[config.mk]
export PLATFORM = sky130hd
export DESIGN_NAME = cache_fill_fsm
export DESIGN_NICKNAME = d
export VERILOG_FILES = /design/src/rtl/cache_fill_fsm.sv
export SDC_FILE = /design/constraint.sdc
export NUM_CORES = 1
export LEC_CHECK = 0
export BUFFER_PORTS_ARGS = -buffer_cell sky130_fd_sc_hd__buf_2
export CORE_MARGIN = 5
export CORE_UTILIZATION = 44
export CTS_CLUSTER_SIZE = 28
export DETAILED_ROUTE_END_ITERATION = 10
export GPL_TIMING_DRIVEN = 0
export PLACE_DENSITY = 0.78
export RECOVER_POWER = 100
export SETUP_SLACK_MARGIN = 0.1
export SLEW_MARGIN = 20
export SYNTH_ARGS = -nofsm -noshare
export SYNTH_HDL_FRONTEND = slang
export SYNTH_SLANG_ARGS = --single-unit
[constraint.sdc]
create_clock -name clk -period 1.5 [get_ports clk]
set_input_delay 0.075 -clock clk [delete_from_list [all_inputs] [get_ports clk]]
set_output_delay 0.075 -clock clk [all_outputs]
set_load 0.1 [all_outputs]
[src/rtl/cache_fill_fsm.sv]
// cache_fill_fsm: fills one 8-word (16-byte) cache block from main memory.
//   Requests eight consecutive words starting at the block base and writes
//   each returned word into the data array in arrival order. It writes the
//   tag on the eighth return, then goes back to IDLE.
// Ports:
//   clk, rst           - clock and asynchronous active-high reset
//   miss_detected      - miss seen by the owning cache (sampled in IDLE only)
//   miss_address       - byte address of the missing access
//   memory_data_valid  - one word returned by memory this cycle (in order)
//   fsm_busy           - fill in progress (pipeline stall)
//   memory_read        - word request strobe
//   memory_address     - byte address of the current request
//   write_data_array   - write returned word into the data array
//   data_word_index    - word slot 0-7 for write_data_array
//   write_tag_array    - write tag / set valid for the filled block
//   fill_base          - block base of the current or most recent fill
module cache_fill_fsm (
  input  logic        clk,
  input  logic        rst,
  input  logic        miss_detected,
  input  logic [15:0] miss_address,
  input  logic        memory_data_valid,
  output logic        fsm_busy,
  output logic        memory_read,
  output logic [15:0] memory_address,
  output logic        write_data_array,
  output logic [2:0]  data_word_index,
  output logic        write_tag_array,
  output logic [15:0] fill_base
);

  localparam int unsigned ADDR_W = 16;
  localparam int unsigned CNT_W  = 4;

  localparam logic ST_IDLE = 1'b0;
  localparam logic ST_FILL = 1'b1;

  localparam logic [CNT_W-1:0]  WORDS_PER_BLOCK = CNT_W'(8);
  localparam logic [CNT_W-1:0]  LAST_WORD       = CNT_W'(7);
  localparam logic [ADDR_W-1:0] BLOCK_MASK      = 16'hFFF0;

  logic              r_state;
  logic              w_state_nxt;
  logic [CNT_W-1:0]  r_req_cnt;
  logic [CNT_W-1:0]  w_req_cnt_nxt;
  logic [CNT_W-1:0]  r_rcv_cnt;
  logic [CNT_W-1:0]  w_rcv_cnt_nxt;
  logic [ADDR_W-1:0] r_fill_base;
  logic [ADDR_W-1:0] w_fill_base_nxt;

  // State, counters and block base.
  always_ff @(posedge clk or posedge rst) begin
    if (rst) begin
      r_state     <= ST_IDLE;
      r_req_cnt   <= '0;
      r_rcv_cnt   <= '0;
      r_fill_base <= '0;
    end else begin
      r_state     <= w_state_nxt;
      r_req_cnt   <= w_req_cnt_nxt;
      r_rcv_cnt   <= w_rcv_cnt_nxt;
      r_fill_base <= w_fill_base_nxt;
    end
  end

  // Next state and outputs. Outputs depend only on registered state plus
  // the current memory_data_valid, so the tag write can coincide with the
  // last returned word.
  always_comb begin
    w_state_nxt      = r_state;
    w_req_cnt_nxt    = r_req_cnt;
    w_rcv_cnt_nxt    = r_rcv_cnt;
    w_fill_base_nxt  = r_fill_base;
    fsm_busy         = 1'b0;
    memory_read      = 1'b0;
    memory_address   = '0;
    write_data_array = 1'b0;
    data_word_index  = '0;
    write_tag_array  = 1'b0;

    case (r_state)
      ST_IDLE: begin
        // Returns arriving in IDLE (e.g. after a reset) are dropped here.
        if (miss_detected) begin
          w_state_nxt     = ST_FILL;
          w_fill_base_nxt = miss_address & BLOCK_MASK;
          w_req_cnt_nxt   = '0;
          w_rcv_cnt_nxt   = '0;
        end
      end

      ST_FILL: begin
        fsm_busy = 1'b1;
        // Requests issue back to back; req_cnt parks at 8 once all are out.
        if (r_req_cnt < WORDS_PER_BLOCK) begin
          memory_read    = 1'b1;
          memory_address = r_fill_base + {12'h000, r_req_cnt[2:0], 1'b0};
          w_req_cnt_nxt  = r_req_cnt + CNT_W'(1);
        end
        write_data_array = memory_data_valid;
        data_word_index  = r_rcv_cnt[2:0];
        if (memory_data_valid) begin
          w_rcv_cnt_nxt = r_rcv_cnt + CNT_W'(1);
          if (r_rcv_cnt == LAST_WORD) begin
            write_tag_array = 1'b1;
            w_state_nxt     = ST_IDLE;
          end
        end
      end

      default: begin
        w_state_nxt = ST_IDLE;
      end
    endcase
  end

  assign fill_base = r_fill_base;

endmodule

Yosys cells after proc, flatten, opt, wreduce, memory -nomap -nowiden
Index checks and enable logic that the tools add are counted.

Mux-type cells: 19. $add $sub $neg: 3. Equality and inequality tests: 4. Magnitude comparators: 1. Reduce and logical (&&, ||, !) cells: 3. Bitwise logic cells: 1.

Operators by type and width (count): 16-bit two-way mux (2); 16-bit by 4-bit adder with 16-bit output (1); 4-bit one-hot mux with 2 select lines (2); 4-bit two-way mux (3); 1-bit two-way mux (10); 4-bit by 1-bit adder with 4-bit output, second input constant (2); 2-bit AND reduction (3); 4-bit by 3-bit == test with 1-bit output, second input constant (1); 4-bit less-than comparator, second input constant (1); 2-bit != test, second input constant (2); 3-bit two-way mux (1); 2-bit by 1-bit != test with 1-bit output, second input constant (1); 1-bit one-hot mux with 2 select lines (1); 1-bit inverter (1).

Output and inout bits: 39. Bits in registers: 21. Word-level logic and storage cells: 35. Input port bits: 20.

Logic depth before layout (Yosys ltp)
Gate-level depths: netlist of run 1.

Word-level depth: 4. Depth in mapped cells: 6. Gate-level depth less buffers: 4.

Worst setup path before layout of run 1
No wires, ideal clock.

Path type: flip-flop to flip-flop. Start point: reg r_state. End point: reg r_state. Setup slack: -1.117 ns. Period minus slack after synthesis: 2.617 ns. Stages on the path, launching flop included: 5. Library setup time: 0.161 ns. Data arrival time: 2.455 ns. Data required time: 1.339 ns. Path through: dfrtp_1 -> buf_6 -> and2_4 -> and4b_1 -> nor2_1.

Cells in the longest elaborated chain, start to end: 2.

Ends and longest elaborated chain: start: declaration (line 42) `logic r_state;`; start signal: assignment (line 59) `r_state <= w_state_nxt;`; 1-bit inverter (no line); 1-bit one-hot mux with 2 select lines (*) (line 81) `case (r_state)`; named net w_state_nxt (line 43) `logic w_state_nxt;`.

Mark *: on every way through the listed nets, which the timed path passes. The rest lies on a longest branch. A chain may end at the register's enable or synchronous reset.

Final worst setup path of run 1
Start point: reg r_state. End point: out memory_address[7].

Cells in the longest elaborated chain, start to end: 1.

Ends and longest elaborated chain: 16-bit two-way mux (line 81); end: declaration (line 25) `output logic [15:0] memory_address,`.

No other way between the ends.

==> flow_summary.toml, run 1 <==
[layout]
drive_above_1_share = 0.554
nets = 227
antennaDiodeCount = 0
syn_to_final_growth_pct = 95.4

[yosys]
yosysWarnings = 0
synth_ff_type = "dfrtp_1"
ys_ff_latch = 21
synth.top_cell.area_share = 0.482
yosys.area_share.simple = 0.330
synth_edf_count = 0
synth.distinct_cells = 25
synth_common_cells = "nand2_1 (41), dfrtp_1 (21), and2_1 (17)"
yosys.area_share.xor_xnor = 0.0161
synth_area_per_cell_um2 = 9.08
synth_async_sr_flop_share = 1.00
synth_top_family_by_area = "simple AND/OR/NAND/NOR gates"
yosysSeqAreaShare = 0.482
synth.area.top_cells = "dfrtp_1 (48%), nand2_1 (14%), and2_1 (9.8%)"
syn_inst = 120
syn_area_um2 = 1090
synth_compound_area_frac = 0.0253
yosys.cell_count.top_type = "nand2_1"
synth.mux.area_fraction = 0.0184
synth_fa_ha_area_frac = 0.0230
yosys.area.top_type = "dfrtp_1"

[sta]
fmax_mhz = 577
rsz0062_at_grt = "yes"
min_period_ps = 1730
min_period_over_period = 1.15
worst_pin_slew_ps = 816
setup_viol = 28
finalClockSkew_ps = 4.04
layout_setup_ws_ps = -232
finalHoldViolCount = 0
slew_headroom = 0.456
tns_ps = -4410
slew_violations = 0

[grt]
track_usage = 0.242
grt_max_degree = 22
antenna_found_initial = 0
grt_overflow = 0
grt_pass1_vias = 1265
grt_pass1_wl_um = 6240

[placement]
gp_congestion = 0.797
dp_hpwl_um = 2090
port_buffers = 49

[route]
drt-wirelength-per-cell_um = 19.5
viasPerCell = 5.10
wl_um = 4560
vias = 1193
first_pass_iters = 4
drtIter0Drc = 63
drc_errors = 0
ant_nets = 0

[worst_setup_path]
worstSetupPathType = "reg2out"
crit_required_ps = 1420
worstPathArrival_ps = 1660
endpoint_kind = "output pin"
crit_fanout = 4
cp-start-kind = "flip-flop"

[clock_network]
htree_levels = 1
tritoncts = "built"
cts_inserted_buffers = 3
cts_root_buf = "clkbuf_4"
cts_sinks = 21
clk_latency_ps = 320
clk_pin_slew_ps = 110
clock_path_buffers = 2

[worst_hold_path]
min_path_type = "in2reg"

[run_status]
outcome = "finished, violations left"
violations = "negative setup slack"

[floorplan]
ioPinCount = 59
start_util = 0.448
fp.dieW_um = 59.8
coreArea_um2 = 2430
die-area_um2 = 3570
die_h_um = 59.8
rows = 18

[job]
max_cap_violations = 0
==> critical path, cell delays in order (launching register included) <==
cell and delay [ps]:
dfrtp_4 500, buf_6 130, nor2b_4 120, buf_6 140, buf_16 130, and2_4 170
buf_12 160
==> cell families after synthesis <==
family                     count (synthesis)
buffers and inverters                     14
other                                      1
xor gates and xnor gates                   2
adders and majority gates                  2
and+or+nand+nor                           74
AOI/OAI and AO/OA                          4
DFF                                       21
muxes                                      2
==> cells in the final DEF (no fill, tap or decap), drive strengths merged <==
| master | instances |
|---|---|
| and2 | 18 |
| nand2b | 1 |
| a22o | 1 |
| ha | 2 |
| dlygate4sd3 | 13 |
| xnor2 | 1 |
| and4b | 1 |
| nand3b | 1 |
| mux2i | 2 |
| dfrtp | 21 |
| nor2 | 5 |
| conb | 5 |
| inv | 2 |
| xor2 | 1 |
| nand4 | 1 |
| clkbuf | 13 |
| o21ai | 2 |
| nand2 | 41 |
| buf | 66 |
| nor2b | 3 |
| a41oi | 1 |
| nand3 | 3 |
==> routing by layer <==
metal	part of all wire	track usage
met3	0.050	0.0518
met4	0.027	0.127
met2	0.55	0.434
met1	0.37	0.264
met5	0	0
==> path summary, 6_finish.rpt <==
| path | cells after the start | endpoint | slack [ps] | startpoint |
|---|---|---|---|---|
| worst max register to register | 8 | fill_base[10] | -120 | r_state |
| worst min register to register | 1 | r_rcv_cnt[3] | 480 | r_rcv_cnt[3] |
| worst min-delay path | 3 | r_state | 50 | miss_detected |
| min in group asynchronous | 3 | fill_base[10] | 460 | rst |
| worst max-delay path | 6 | memory_address[7] | -230 | r_state |
| max in group asynchronous | 3 | r_state | 450 | rst |
==> flip-flops by register name (all words and copies together), names as in the netlist <==
name / cells
fill_base: 12
r_rcv_cnt: 4
r_req_cnt: 4
r_state: 1
==> metrics by stage <==
| step | area (um2) | setup slack (ps) | cells | hold slack (ps) | utilization |
|---|---|---|---|---|---|
| after floorplan | 1170 | -321 | 124 | 51.2 | - |
| after global placement | 1450 | -51.3 | 203 | 255 | 0.596 |
| after detailed placement | 1450 | -74.6 | 203 | 250 | 0.596 |
| after CTS | 2020 | -196 | 229 | 49.6 | 0.829 |
| after global routing | 2130 | -274 | 234 | 55.1 | 0.876 |
| final | 2130 | -232 | 234 | 52.8 | 0.876 |
==> what timing repair did <==
item | in CTS | in global routing
cloned | 3 | 0
hold endpoints to repair | 33 | 0
resized for setup | 91 | 20
buffers inserted | 6 | 5
hold buffers | 13 | 0
pin swaps | 3 | 5
endpoints found under the setup margin | 21 | 42
==> final cells by class <==
| cell class | count | area, um2 |
|---|---|---|
| repair buffers | 76 | 837 |
| multi-input cells | 89 | 562 |
| flip-flops and latches | 21 | 536 |
| fillers | 105 | 303 |
| plain buffers | 12 | 121 |
| well taps | 30 | 37.5 |
| clock buffers | 4 | 26.3 |
| inverters | 2 | 10.0 |
Power of run 1 is not shown: default switching activity piles up to over one toggle a cycle in this logic, so the estimate is an artifact.
==> run 2: changes to the inputs <==
--- a/config.mk
+++ b/config.mk
@@ -6,7 +6,7 @@
 export NUM_CORES = 1
 export LEC_CHECK = 0
 export BUFFER_PORTS_ARGS = -buffer_cell sky130_fd_sc_hd__buf_2
-export CORE_MARGIN = 5
+export CAP_MARGIN = 10
 export CORE_UTILIZATION = 44
 export CTS_CLUSTER_SIZE = 28
 export DETAILED_ROUTE_END_ITERATION = 10
==> run 2 against run 1 <==
The flow now stops in 5_1_grt. Synthesized cell count unchanged. Synthesized area unchanged.
==> flow_summary.toml, run 2 <==
[floorplan]
rows = 17
die_h_um = 51.8
fp.dieW_um = 51.8
start_util = 0.479
ioPinCount = 59

[yosys]
synth.area.top_cells = "dfrtp_1 (48%), nand2_1 (14%), and2_1 (9.8%)"
ys_ff_latch = 21
synth.distinct_cells = 25
yosys.cell_count.top_type = "nand2_1"
syn_inst = 120
synth.top_cell.area_share = 0.482
yosys.area.top_type = "dfrtp_1"
synth_common_cells = "nand2_1 (41), dfrtp_1 (21), and2_1 (17)"
syn_area_um2 = 1090
synth_area_per_cell_um2 = 9.08
yosysWarnings = 0
yosysSeqAreaShare = 0.482
synth_async_sr_flop_share = 1.00
synth_ff_type = "dfrtp_1"
synth_edf_count = 0

[placement]
port_buffers = 49
placed_cells = 201
gp_congestion = 0.685
dp_hpwl_um = 1750
placed_area_um2 = 1450

[grt]
grt_max_degree = 22
antenna_found_initial = 0

[run_status]
tool.error = "[ERROR DPL-0033] detailed placement checks failed during check placement."
outcome = "stopped before the end"
haltStage = "5_1_grt"

[sta]
endpoint_type = "primary output"
worst_endpoint = "memory_address[6]"

[clock_network]
clock_path_buffers = 2
cts_sinks = 21
cts_root_buf = "clkbuf_4"
htree_levels = 1
cts_inserted_buffers = 3
[run 2: cell families after synthesis]
family	after synthesis	share of synthesized area
compound gates	4	0.0253
other cells	1	0.00344
flops	21	0.482
buf+inv	14	0.102
simple gates	74	0.330
mux	2	0.0184
xor+xnor	2	0.0161
fa+ha+maj	2	0.0230
[run 2: timing repair]
item,4_1_cts
endpoints found under the hold margin,33
gates resized for setup,96
cloned,2
pin swaps,7
endpoints found under the setup margin,21
hold buffers,13
buffers inserted,13
[run 2: stage by stage]
step | setup TNS [ps] | setup WS [ps] | hold slack, ps
after floorplan | -1970 | -321 | 51.2
after global placement | -291 | -46.3 | 265
after CTS | -3770 | -189 | 52.4
after detailed placement | -483 | -73.1 | 268
==> run 3: changes to the inputs <==
--- a/config.mk
+++ b/config.mk
@@ -7,13 +7,11 @@
 export LEC_CHECK = 0
 export BUFFER_PORTS_ARGS = -buffer_cell sky130_fd_sc_hd__buf_2
 export CAP_MARGIN = 10
-export CORE_UTILIZATION = 44
-export CTS_CLUSTER_SIZE = 28
+export CORE_UTILIZATION = 30
 export DETAILED_ROUTE_END_ITERATION = 10
 export GPL_TIMING_DRIVEN = 0
-export PLACE_DENSITY = 0.78
+export PLACE_DENSITY_LB_ADDON = 0.15
 export RECOVER_POWER = 100
-export SETUP_SLACK_MARGIN = 0.1
 export SLEW_MARGIN = 20
 export SYNTH_ARGS = -nofsm -noshare
 export SYNTH_HDL_FRONTEND = slang
==> run 3 against run 2 <==
The flow now finishes, with violations (negative setup slack).
==> flow_summary.toml, run 3 (synthesis gave the netlist of run 1 again) <==
[run_status]
outcome = "finished, violations left"
violations = "negative setup slack"

[route]
ant_nets = 0
drtIter0Drc = 19
first_pass_iters = 3
drc_errors = 0
vias = 1034
viasPerCell = 4.22
drt-wirelength-per-cell_um = 11.4
wl_um = 2780

[sta]
setup_viol = 17
min_period_ps = 1590
slew_violations = 0
layout_setup_ws_ps = -94.6
tns_ps = -996
fmax_mhz = 627
finalClockSkew_ps = 4.14
slew_headroom = 0.462
finalHoldViolCount = 0
min_period_over_period = 1.06
worst_pin_slew_ps = 807
rsz0062_at_grt = "yes"

[placement]
gp_congestion = 0.721
dp_hpwl_um = 1790
placed_cells = 219
port_buffers = 49

[grt]
grt_pass1_vias = 1045
use_met3 = 0.0313
grt_overflow = 0
use_met1 = 0.186
grt_pass1_wl_um = 4840
track_usage = 0.158
busiest_layer = "met2"
antenna_found_initial = 0
use_met2 = 0.288
grt_max_degree = 22

[layout]
drive_above_1_share = 0.503
layout_commonest_cell = "nand2_1"
stdcell_count = 245
nets = 222
mostFrequentLayoutCells = "nand2_1 (40), buf_12 (17), buf_4 (16), and2_4 (16)"
largest_reg_flops = 12
antennaDiodeCount = 0
syn_to_final_growth_pct = 84.3

[worst_hold_path]
min_from = "miss_detected"
min_path_type = "in2reg"
min_to = "r_state"
hold_depth = 3

[worst_setup_path]
crit_required_ps = 1420
r2r_setup_slack_ps = -70
cp-start-kind = "flip-flop"
worstReg2RegStart = "r_state"
reg2reg_depth = 9
endpoint_kind = "output pin"
worstSetupPathType = "reg2out"
reg2reg_to = "fill_base[9]"
crit_fanout = 5
worstPathArrival_ps = 1520

[floorplan]
coreArea_um2 = 3420
start_util = 0.319
die_h_um = 62.3
ioPinCount = 59
rows = 21
fp.dieW_um = 62.3
die-area_um2 = 3880

[clock_network]
htree_levels = 1
clk_latency_ps = 310
tritoncts = "built"
clock_path_buffers = 2
cts_inserted_buffers = 3
cts_sinks = 21
cts_root_buf = "clkbuf_4"
clk_pin_slew_ps = 120

[job]
max_cap_violations = 0
## run 3: how the worst max path moves through the flow
stage | startpoint | end | slack, ps | depth (start not counted)
3_3_place_gp | r_state | memory_address[4] | -50 | 6
6_report | r_state | memory_address[4] | -90 | 5
2_1_floorplan | r_state | r_state | -320 | 4
5_1_grt | r_state | memory_address[4] | -150 | 5
3_5_place_dp | r_state | memory_address[7] | -70 | 6
4_1_cts | r_state | memory_address[4] | -90 | 5
## run 3: repair_timing
action                                  CTS  global route
hold buffers                             13             0
endpoints found under the hold margin    33             0
gates cloned                              1             1
resized for setup                        73             9
pin swaps                                 3             0
endpoints found under the setup margin   20            30
buffers inserted                          7             2
## run 3: routing by layer
layer  share of wire  vias to the layer above
li1                -                      524
met1            0.44                      475
met2            0.51                       33
met3           0.046                        2
met4          0.0050                        0
met5               0                        -
## run 3: cell type report
type,instances,area (um2)
flip-flops and latches,21,536
fillers,305,1410
multi-input cells,89,514
clock buffers,3,22.5
plain buffers,10,96.3
clock inverters,1,5.00
repair buffers,73,769
well taps,46,57.6
inverters,2,7.51
## run 3: worst max-delay path, cell delays in order, from the launching register on
cell     delay (ps)
dfrtp_4         500
nor2b_4         140
buf_6           130
buf_12          130
and2_4          160
buf_12          160
## run 3: through the flow
stage | setup WS [ps] | hold WS, ps | cell area [um2] | utilization
after global routing | -148 | 34.6 | 2010 | 0.588
final | -94.6 | 24.5 | 2010 | 0.588
after floorplan | -321 | 51.2 | 1170 | -
after CTS | -88.5 | 27.3 | 1940 | 0.569
after global placement | -52.3 | 264 | 1470 | 0.430
after detailed placement | -72.6 | 270 | 1470 | 0.430
Power of run 3 is left out for the same reason.
==> run 4: changes to the inputs <==
--- a/config.mk
+++ b/config.mk
@@ -5,6 +5,7 @@
 export SDC_FILE = /design/constraint.sdc
 export NUM_CORES = 1
 export LEC_CHECK = 0
+export ABC_AREA = 1
 export BUFFER_PORTS_ARGS = -buffer_cell sky130_fd_sc_hd__buf_2
 export CAP_MARGIN = 10
 export CORE_UTILIZATION = 30
@@ -12,7 +13,6 @@
 export GPL_TIMING_DRIVEN = 0
 export PLACE_DENSITY_LB_ADDON = 0.15
 export RECOVER_POWER = 100
-export SLEW_MARGIN = 20
 export SYNTH_ARGS = -nofsm -noshare
 export SYNTH_HDL_FRONTEND = slang
 export SYNTH_SLANG_ARGS = --single-unit
==> run 4 against run 3 <==
The flow now finishes without violations. Critical path type unchanged. Sequential share of layout area shrank 1.7 points. Register-to-register slack better by 250 ps. Synthesized area is 0.57% higher.
==> flow_summary.toml, run 4 <==
[layout]
mostFrequentLayoutCells = "nand2_1 (27), buf_2 (27), inv_1 (20)"
stdcell_count = 264
largest_reg_flops = 12
syn_to_final_growth_pct = 98.3
drive_above_1_share = 0.573
antennaDiodeCount = 0
nets = 241

[yosys]
synth_ff_type = "dfrtp_1"
synth_common_cells = "nand2_1 (31), inv_1 (23), dfrtp_1 (21), nor2_1 (21), o21ai_2 (10)"
synth.top_cell.area_share = 0.479
yosysSeqAreaShare = 0.479
synth_edf_count = 0
syn_area_um2 = 1100
synth_async_sr_flop_share = 1.00
ys_ff_latch = 21
yosysWarnings = 0
synth_area_per_cell_um2 = 8.18
syn_inst = 134
yosys.area.top_type = "dfrtp_1"
yosys.cell_count.top_type = "nand2_1"
synth.distinct_cells = 21
synth.area.top_cells = "dfrtp_1 (48%), nand2_1 (11%), o21ai_2 (8.0%)"

[floorplan]
rows = 21
start_util = 0.321
ioPinCount = 59
die_h_um = 62.4
fp.dieW_um = 62.4
coreArea_um2 = 3420
die-area_um2 = 3900

[sta]
layout_setup_ws_ps = 15.8
finalHoldViolCount = 0
setup_viol = 0
fmax_mhz = 674
finalClockSkew_ps = 6.88
worst_pin_slew_ps = 814
min_period_over_period = 0.989
slew_headroom = 0.457
min_period_ps = 1480
hold_ws_ps = 30.9
slew_violations = 0
rsz0062_at_grt = "yes"

[clock_network]
cts_sinks = 21
cts_inserted_buffers = 3
cts_root_buf = "clkbuf_4"
clk_pin_slew_ps = 130
clk_latency_ps = 310
clock_path_buffers = 2
tritoncts = "built"
htree_levels = 1

[worst_setup_path]
cp.depth = 4
endpoint_kind = "output pin"
worstReg2RegStart = "r_state"
worstSetupPathType = "reg2out"
crit_family = "flip-flops"
crit_required_ps = 1420
crit_chain = "nand2_8 > buf_6 > nor2_4 > buf_12"
max_stage_delay_ps = 550
cp-start-kind = "flip-flop"
reg2reg_depth = 6
crit_fanout = 5
crit_buf_inv = 2
crit_start = "r_state"
cp_slowest_cell = "dfrtp_4"
worstPathArrival_ps = 1410

[route]
viasPerCell = 4.30
drtIter0Drc = 26
drt-wirelength-per-cell_um = 12.3
wl_um = 3240
drc_errors = 0
ant_nets = 0
first_pass_iters = 4
vias = 1134

[grt]
grt_pass1_wl_um = 5350
track_usage = 0.175
antenna_found_initial = 0
grt_overflow = 0
grt_max_degree = 22
grt_pass1_vias = 1148

[placement]
gp_congestion = 0.803
port_buffers = 49
dp_hpwl_um = 1860
preCtsSetupSlack_ps = -78.6
placed_cells = 233

[worst_hold_path]
min_from = "miss_detected"
min_path_type = "in2reg"
hold_depth = 3

[job]
max_cap_violations = 0

[run_status]
outcome = "finished, final reports clean"
run 4: stage by stage:
stage	setup TNS, ps	util	area, um2
finish	0	0.636	2170
global route	-386	0.636	2170
CTS	0	0.589	2010
detailed placement	-594	0.460	1570
global placement	-574	0.460	1570
floorplan	-3810	-	1270
run 4: kinds of logic after synthesis:
group                      share of synthesized area
DFF                                            0.479
adders and majority gates                     0.0228
and+or+nand+nor                                0.220
other                                        0.00342
buffers and inverters                          0.147
AOI/OAI and AO/OA                              0.119
xor gates and xnor gates                     0.00799
run 4: worst reg2reg max path, delay by kind of cell, from the launching register on:
family          cells  cell delay [ps]
compound gates      1               90
flops               1              580
buf+inv             4              490
simple gates        1               70
run 4: repair_timing:
action                     CTS  global route
setup endpoints to repair   18            20
hold endpoints to repair    33             0
setup buffers                9             4
hold buffers                13             0
pin swaps                    2             6
gates cloned                 1             0
resized for setup           55            31
run 4: final timing paths:
path / slack (ps) / endpoint
max: 20 / memory_address[1]
min: 30 / r_state
max reg2reg: 180 / r_req_cnt[3]
min reg2reg: 580 / r_req_cnt[2]
max in group asynchronous: 460 / r_state
min in group asynchronous: 450 / r_rcv_cnt[1]
run 4: cell type report:
cell class                 count  area, um2
fill                         299       1240
sequential                    21        543
timing repair buffer          76        771
clock buffer                   3       22.5
clock inverter                 1       5.00
buffer                         8       80.1
multi-input combinational     84        588
tap                           46       57.6
inverter                      25        106
run 4: routing by layer:
layer  GRT usage  share of wire  up-vias
met5           0              0        -
met4      0.0436         0.0071        0
met3      0.0420          0.045        4
met2       0.334           0.58       32
met1       0.191           0.37      534
li1            -              -      564
Power of run 4 is left out for the same reason.
